--- config.mk ---
export PLATFORM = sky130hd
export DESIGN_NAME = pim_job_sequencer
export DESIGN_NICKNAME = d
export VERILOG_FILES = /design/src/rtl/pim_job_sequencer.sv
export SDC_FILE = /design/constraint.sdc
export NUM_CORES = 1
export LEC_CHECK = 0
export ABC_AREA = 1
export CAP_MARGIN = 0
export CELL_PAD_IN_SITES_DETAIL_PLACEMENT = 0
export CELL_PAD_IN_SITES_GLOBAL_PLACEMENT = 1
export CORE_MARGIN = 2
export CORE_UTILIZATION = 36
export DETAILED_ROUTE_END_ITERATION = 6
export PLACE_DENSITY_LB_ADDON = 0.1
export SLEW_MARGIN = 20
export SYNTH_ARGS = -nofsm -noshare
export SYNTH_HDL_FRONTEND = slang
export SYNTH_SLANG_ARGS = --single-unit
--- constraint.sdc ---
create_clock -name clk -period 6.25 [get_ports clk]
set_clock_uncertainty 0.1 [all_clocks]
set_input_delay 0.9375 -clock clk [delete_from_list [all_inputs] [get_ports clk]]
set_output_delay 0.9375 -clock clk [all_outputs]
set_load 0.01 [all_outputs]
--- src/rtl/pim_job_sequencer.sv ---
// Job sequencer for the PIM CFU: loads a burst of weight rows, then runs bit-serial MAC
// commands and returns the captured accumulator value on a result stream.
module pim_job_sequencer #(
    parameter int unsigned AWIDTH   = 10,
    parameter int unsigned DWIDTH   = 32,
    parameter int unsigned MAC_TAIL = 3
) (
    input  logic              clk,
    input  logic              reset,
    input  logic              start,
    input  logic [7:0]        cfg_base,
    input  logic [8:0]        cfg_len,
    input  logic [5:0]        cfg_steps,
    input  logic              in_valid,
    output logic              in_ready,
    input  logic [DWIDTH-1:0] in_data,
    output logic              cmd_valid,
    input  logic              cmd_ready,
    output logic [AWIDTH-1:0] cmd_payload_function_id,
    output logic [DWIDTH-1:0] cmd_payload_inputs_0,
    output logic [DWIDTH-1:0] cmd_payload_inputs_1,
    input  logic              rsp_valid,
    output logic              rsp_ready,
    input  logic [DWIDTH-1:0] rsp_payload_outputs_0,
    output logic              res_valid,
    input  logic              res_ready,
    output logic [DWIDTH-1:0] res_data,
    output logic              busy,
    output logic              done
);

    localparam int unsigned CW = $clog2(32 + MAC_TAIL + 1);
    localparam logic [AWIDTH-1:0] MacFid = {{(AWIDTH - 2){1'b0}}, 2'b10};

    typedef enum logic [2:0] {
        StIdle,
        StLoad,
        StMac,
        StCapt,
        StResult,
        StFinish
    } state_e;

    state_e          state_q;
    logic [7:0]      base_q;
    logic [8:0]      len_q;
    logic [5:0]      steps_q;
    logic [8:0]      idx_q;
    logic [CW-1:0]   mac_cnt_q;
    logic [CW-1:0]   mac_total;
    logic [7:0]      row;
    logic            rsp_valid_unused;

    // Responses are drained blindly; only the CAPT sample carries information.
    assign rsp_valid_unused     = rsp_valid;
    assign mac_total            = CW'(steps_q) + CW'(MAC_TAIL);
    assign row                  = base_q + idx_q[7:0];
    assign in_ready             = (state_q == StLoad) && !cmd_valid && (idx_q < len_q);
    assign busy                 = (state_q != StIdle);
    assign cmd_payload_inputs_1 = '0;

    function automatic logic [AWIDTH-1:0] load_fid(input logic [7:0] r);
        logic [AWIDTH-1:0] f;
        f = '0;
        f[AWIDTH-1 -: 8] = r;
        f[1:0] = 2'b01;
        return f;
    endfunction

    always_ff @(posedge clk or posedge reset) begin
        if (reset) begin
            state_q                 <= StIdle;
            base_q                  <= '0;
            len_q                   <= '0;
            steps_q                 <= '0;
            idx_q                   <= '0;
            mac_cnt_q               <= '0;
            cmd_valid               <= 1'b0;
            cmd_payload_function_id <= '0;
            cmd_payload_inputs_0    <= '0;
            rsp_ready               <= 1'b0;
            res_valid               <= 1'b0;
            res_data                <= '0;
            done                    <= 1'b0;
        end else begin
            done <= 1'b0;
            unique case (state_q)
                StIdle: begin
                    if (start) begin
                        base_q    <= cfg_base;
                        len_q     <= cfg_len;
                        steps_q   <= cfg_steps;
                        idx_q     <= '0;
                        mac_cnt_q <= '0;
                        if (cfg_len != 9'd0) begin
                            state_q   <= StLoad;
                            rsp_ready <= 1'b1;
                        end else if (cfg_steps != 6'd0) begin
                            state_q   <= StMac;
                            rsp_ready <= 1'b1;
                        end else begin
                            state_q <= StFinish;
                        end
                    end
                end
                StLoad: begin
                    if (in_valid && in_ready) begin
                        cmd_payload_inputs_0    <= in_data;
                        cmd_payload_function_id <= load_fid(row);
                        cmd_valid               <= 1'b1;
                    end else if (cmd_valid && cmd_ready) begin
                        cmd_valid <= 1'b0;
                        idx_q     <= idx_q + 9'd1;
                        if (idx_q + 9'd1 == len_q) begin
                            if (steps_q != 6'd0) begin
                                state_q <= StMac;
                            end else begin
                                state_q   <= StFinish;
                                rsp_ready <= 1'b0;
                                done      <= 1'b1;
                            end
                        end
                    end
                end
                StMac: begin
                    // First MAC cycle only raises cmd_valid; handshakes follow back to back.
                    if (!cmd_valid) begin
                        cmd_valid               <= 1'b1;
                        cmd_payload_function_id <= MacFid;
                        cmd_payload_inputs_0    <= '0;
                    end else if (cmd_ready) begin
                        mac_cnt_q <= mac_cnt_q + 1'b1;
                        if (mac_cnt_q + 1'b1 == mac_total) begin
                            cmd_valid <= 1'b0;
                            state_q   <= StCapt;
                        end
                    end
                end
                StCapt: begin
                    res_data  <= rsp_payload_outputs_0;
                    res_valid <= 1'b1;
                    rsp_ready <= 1'b0;
                    state_q   <= StResult;
                end
                StResult: begin
                    if (res_ready) begin
                        res_valid <= 1'b0;
                        done      <= 1'b1;
                        state_q   <= StFinish;
                    end
                end
                StFinish: begin
                    // Paths that arrive with done already high end the pulse; the empty job
                    // raises done here so it lands two cycles after start.
                    done    <= !done;
                    state_q <= StIdle;
                end
                default: state_q <= StIdle;
            endcase
        end
    end

endmodule

# Word-level counts from Yosys, hierarchy flattened
# Index checks and enable logic that the tools add are counted.
# word_totals
wordCells,110
in_bits,94
register_bits,119
mem_bits_ro,0
memories,0
output_inout_bits,112
ramBits,0
latchBits,0
# op_classes
shifts,0
mux,48
bitwise_logic,0
n_mul,0
magnitude_cmp,1
div_mod_pow,0
add_sub_neg,4
eq_ne,20
reduce_logical,24
# op_table
operator,n
32-bit two-way mux,2
32-bit one-hot mux with 2 select lines,1
3-bit two-way mux,11
9-bit two-way mux,3
10-bit two-way mux,2
10-bit one-hot mux with 2 select lines,1
1-bit two-way mux,18
6-bit two-way mux,3
9-bit one-hot mux with 2 select lines,1
"2-bit != test, second input constant",8
3-bit one-hot mux with 5 select lines,1
6-bit one-hot mux with 2 select lines,1
6-bit nonzero test,2
"9-bit by 1-bit adder with 9-bit output, second input constant",1
9-bit equality test,1
9-bit less-than comparator,1
9-bit nonzero test,1
8-bit adder,1
4-bit AND reduction,2
8-bit AND reduction,1
2-bit nonzero test,4
7-bit AND reduction,1
"6-bit by 1-bit adder with 6-bit output, second input constant",1
"6-bit by 2-bit adder with 6-bit output, second input constant",1
15 further kinds,28

# Logic depth before layout (Yosys ltp)
# depth
word_depth,6
mapped_depth,15
depth_no_buf,15

# Worst setup path after synthesis
# Ideal clock, no wire load.
# synth_timing
kind,register -> output
startpoint,register idx_q[4]
endpoint,output port in_ready
setup_slack_ns,3.977
t_arrival_ns,1.235
required_time_ns,5.213
stages_incl_launch_ff,7
n_path_buf,0
path_cell_list,dfrtp_1 ha_1 a21oi_1 o21ai_0 nand2_1 nand3_1 nor3_4
# synth_between
elab_chain_cells,2
# synth_lines
element,line,source
"start, declared",48,logic [8:0] idx_q;
"start signal, assigned",113,idx_q <= idx_q + 9'd1;
9-bit less-than comparator,58,assign in_ready = (state_q == StLoad) && !cmd_valid && (idx_q < len_q);
1-bit logical AND,58,
"end, declared",15,"output logic in_ready,"
# Every way passes these cells.

# Final worst setup path
# Same ends and word-level chain as after synthesis.

==> impl_metrics.ini <==
[run_status]
status = complete, no violations

[placement]
port_buffers = 172
dp_cells = 1073
gp_congestion = 0.8604
dp_hpwl_mm = 11.92

[yosys]
ys_ff_latch = 119
synth_flop_cell = dfrtp_1
yosysUniqueCellTypes = 36
synth.avg_cell_area_um2 = 8.740
synth_common_cells = 229 x nand2_1, 119 x dfrtp_1, 66 x inv_1, 45 x nand3_1, 40 x mux2_2
syn_area_um2 = 6066
synthTopCellsByArea = dfrtp_1 49%, nand2_1 14%, mux2_2 7.4%, inv_1 4.1%, buf_4 4.0%
yosysWarnings = 0
synth_edf_count = 0
netlist.area_leader.share = 0.4909
seq_area_frac_synth = 0.4909
synth-async-reset-ratio = 1.000
yosysMostFrequentCell = nand2_1
synth_top_cell_by_area = dfrtp_1
synth_cells = 694

[global_routing]
grt_usage = 0.1795
grt_pass1_wl_mm = 25.19
antenna_found_initial = 0
grt_pass1_vias = 4930
overflow = 0
grt_max_degree = 68

[timing]
final.setup.tns_ns = 0
grt_setup_unrepaired = no
worst_slew_pin_slew_ns = 0.8332
min_period_ns = 3.463
fin_crit_sh = 0.5540
hold_viol_final = 0
relSlewSlack = 0.4445
drv_slew = 0
setup_violations = 0
max_freq_ghz = 0.2888

[clock_network]
clk_root_buffer_cell = clkbuf_16
clockBufferDepth = 2
post_cts_resized = 0
holdBufCountCts = 0
cts.sinks = 119
clk_pin_slew_worst_paths_ns = 0.05
htreeDepth = 4
clock_latency_ns = 0.42
cts_tree = done
postCtsSetupBuffers = 0
numCtsBuffers = 17

[final_layout]
diodes = 0
layout-drive-gt1-share = 0.09853
final_cells = 1103
syn_to_final_growth_pct = 39.19
fill_cells = 1552
nets = 986

[critical_path]
path_class = flop to output pin
end_kind = output pin
crit_fanout = 6
cp_data_arrival_time_ns = 2.43
regToRegSetupSlack_ns = 3.63
critPathLaunchType = flop
required_ns = 5.21

[floorplanning]
rows = 47
io_pins = 206
start_util = 0.3671
core_um2 = 16520
dieArea_um2 = 17900
chipHeight_um = 133.8
dieWidth_um = 133.8

[drt]
drtIter0Drc = 219
drc_errors = 0
first_pass_iters = 4
antenna_left = 0
vias = 5059
routed_wl_mm = 15.84
wl_per_cell_um = 14.36
vias_per_cell = 4.587

[min_path]
hp-class = flop to flop

[power_and_ir_drop]
p_per_area_nw_per_um2 = 482.4
ir_drop_mv = 0.2415
p_leak_nw = 4.085

[job]
maxCapViolCount = 0
==> critical path: stages (launching register included) <==
cell,delay [ns]
dfrtp_1,0.45
ha_1,0.33
a21oi_1,0.17
o21ai_0,0.11
nand2_1,0.07
nand3_1,0.10
nor3_4,0.19
clkdlybuf4s50_1,0.58
==> layer usage <==
| layer | up-vias | GRT usage | share of wire |
|---|---|---|---|
| met5 | - | 0 | 0 |
| li1 | 2516 | - | - |
| met1 | 2359 | 0.2367 | 0.45 |
| met3 | 22 | 0.05253 | 0.068 |
| met4 | 0 | 0.05556 | 0.018 |
| met2 | 162 | 0.2866 | 0.47 |
==> state kept, by name (all words and copies together), names as in the netlist <==
signal / flops
res_data: 32
idx_q: 9
rsp_ready: 1
cmd_payload_function_id: 10
mac_cnt_q: 6
res_valid: 1
cmd_payload_inputs_0: 32
base_q: 8
cmd_valid: 1
state_q: 3
len_q: 9
steps_q: 6
done: 1
==> where the power goes <==
part	total (mW)	internal (mW)	switching [mW]
combinational	1.83	0.899	0.933
sequential	1.33	1.11	0.219
clock	0.910	0.569	0.341
==> path summary, 6_finish.rpt <==
path                                               start                    endpoint  cells past startpoint
worst max-delay path                            idx_q[4]                    in_ready                      7
worst min-delay path            cmd_payload_inputs_0[19]    cmd_payload_inputs_0[19]                      2
worst max register to register                  idx_q[4]  cmd_payload_function_id[9]                     10
worst min register to register  cmd_payload_inputs_0[19]    cmd_payload_inputs_0[19]                      2
max in group asynchronous                          reset                res_data[19]                      3
min in group asynchronous                          reset                res_data[13]                      2
==> kinds of logic after synthesis <==
logic type,share of synthesized area
simple gates,0.2193
flops,0.4909
buf+inv,0.09653
compound gates,0.05281
mux,0.07426
fa+ha+maj,0.04249
xor+xnor,0.02310
other cells,0.0006182
==> layout by cell type, fill, tap and decap left out, types with 3 or more instances in the layout <==
cell	synthesis	routed
nand2_1	229	229
clkdlybuf4s50_1	0	172
dfrtp_1	119	119
inv_1	66	65
nand3_1	45	45
mux2_2	40	40
conb_1	1	32
o21ai_0	27	27
nor2_1	26	26
ha_1	19	19
clkbuf_16	0	17
a21oi_1	15	15
xor2_1	11	11
nand4_1	9	9
o21ai_1	6	6
clkinv_2	0	6
xnor2_1	5	5
inv_2	4	4
buf_4	32	4
nand2_2	3	3
o22ai_1	3	3
clkbuf_8	0	3
==> layout make-up <==
type	count	area (µm²)	area share
sequential	119	2978	0.3527
multi-input combinational	487	2619	0.3102
timing repair buffer	176	1752	0.2075
clock buffer	21	470.5	0.05572
tap	220	275.3	0.03260
inverter	71	271.5	0.03216
clock inverter	9	77.57	0.009188
==> through the flow <==
step | hold slack (ns) | worst slack (ns) | total power, mW | utilization | cell area, µm²
after floorplan | 0.3530 | 2.055 | 2.367 | - | 6182
after global placement | 0.3525 | 3.250 | 3.142 | 0.4778 | 7895
after detailed placement | 0.3583 | 3.222 | 3.198 | 0.4778 | 7895
after CTS | 0.3719 | 2.749 | 4.123 | 0.5109 | 8443
after global routing | 0.3935 | 2.651 | 4.378 | 0.5109 | 8443
final | 0.3682 | 2.787 | 4.073 | 0.5109 | 8443
Power figures use the tool's default switching activity.
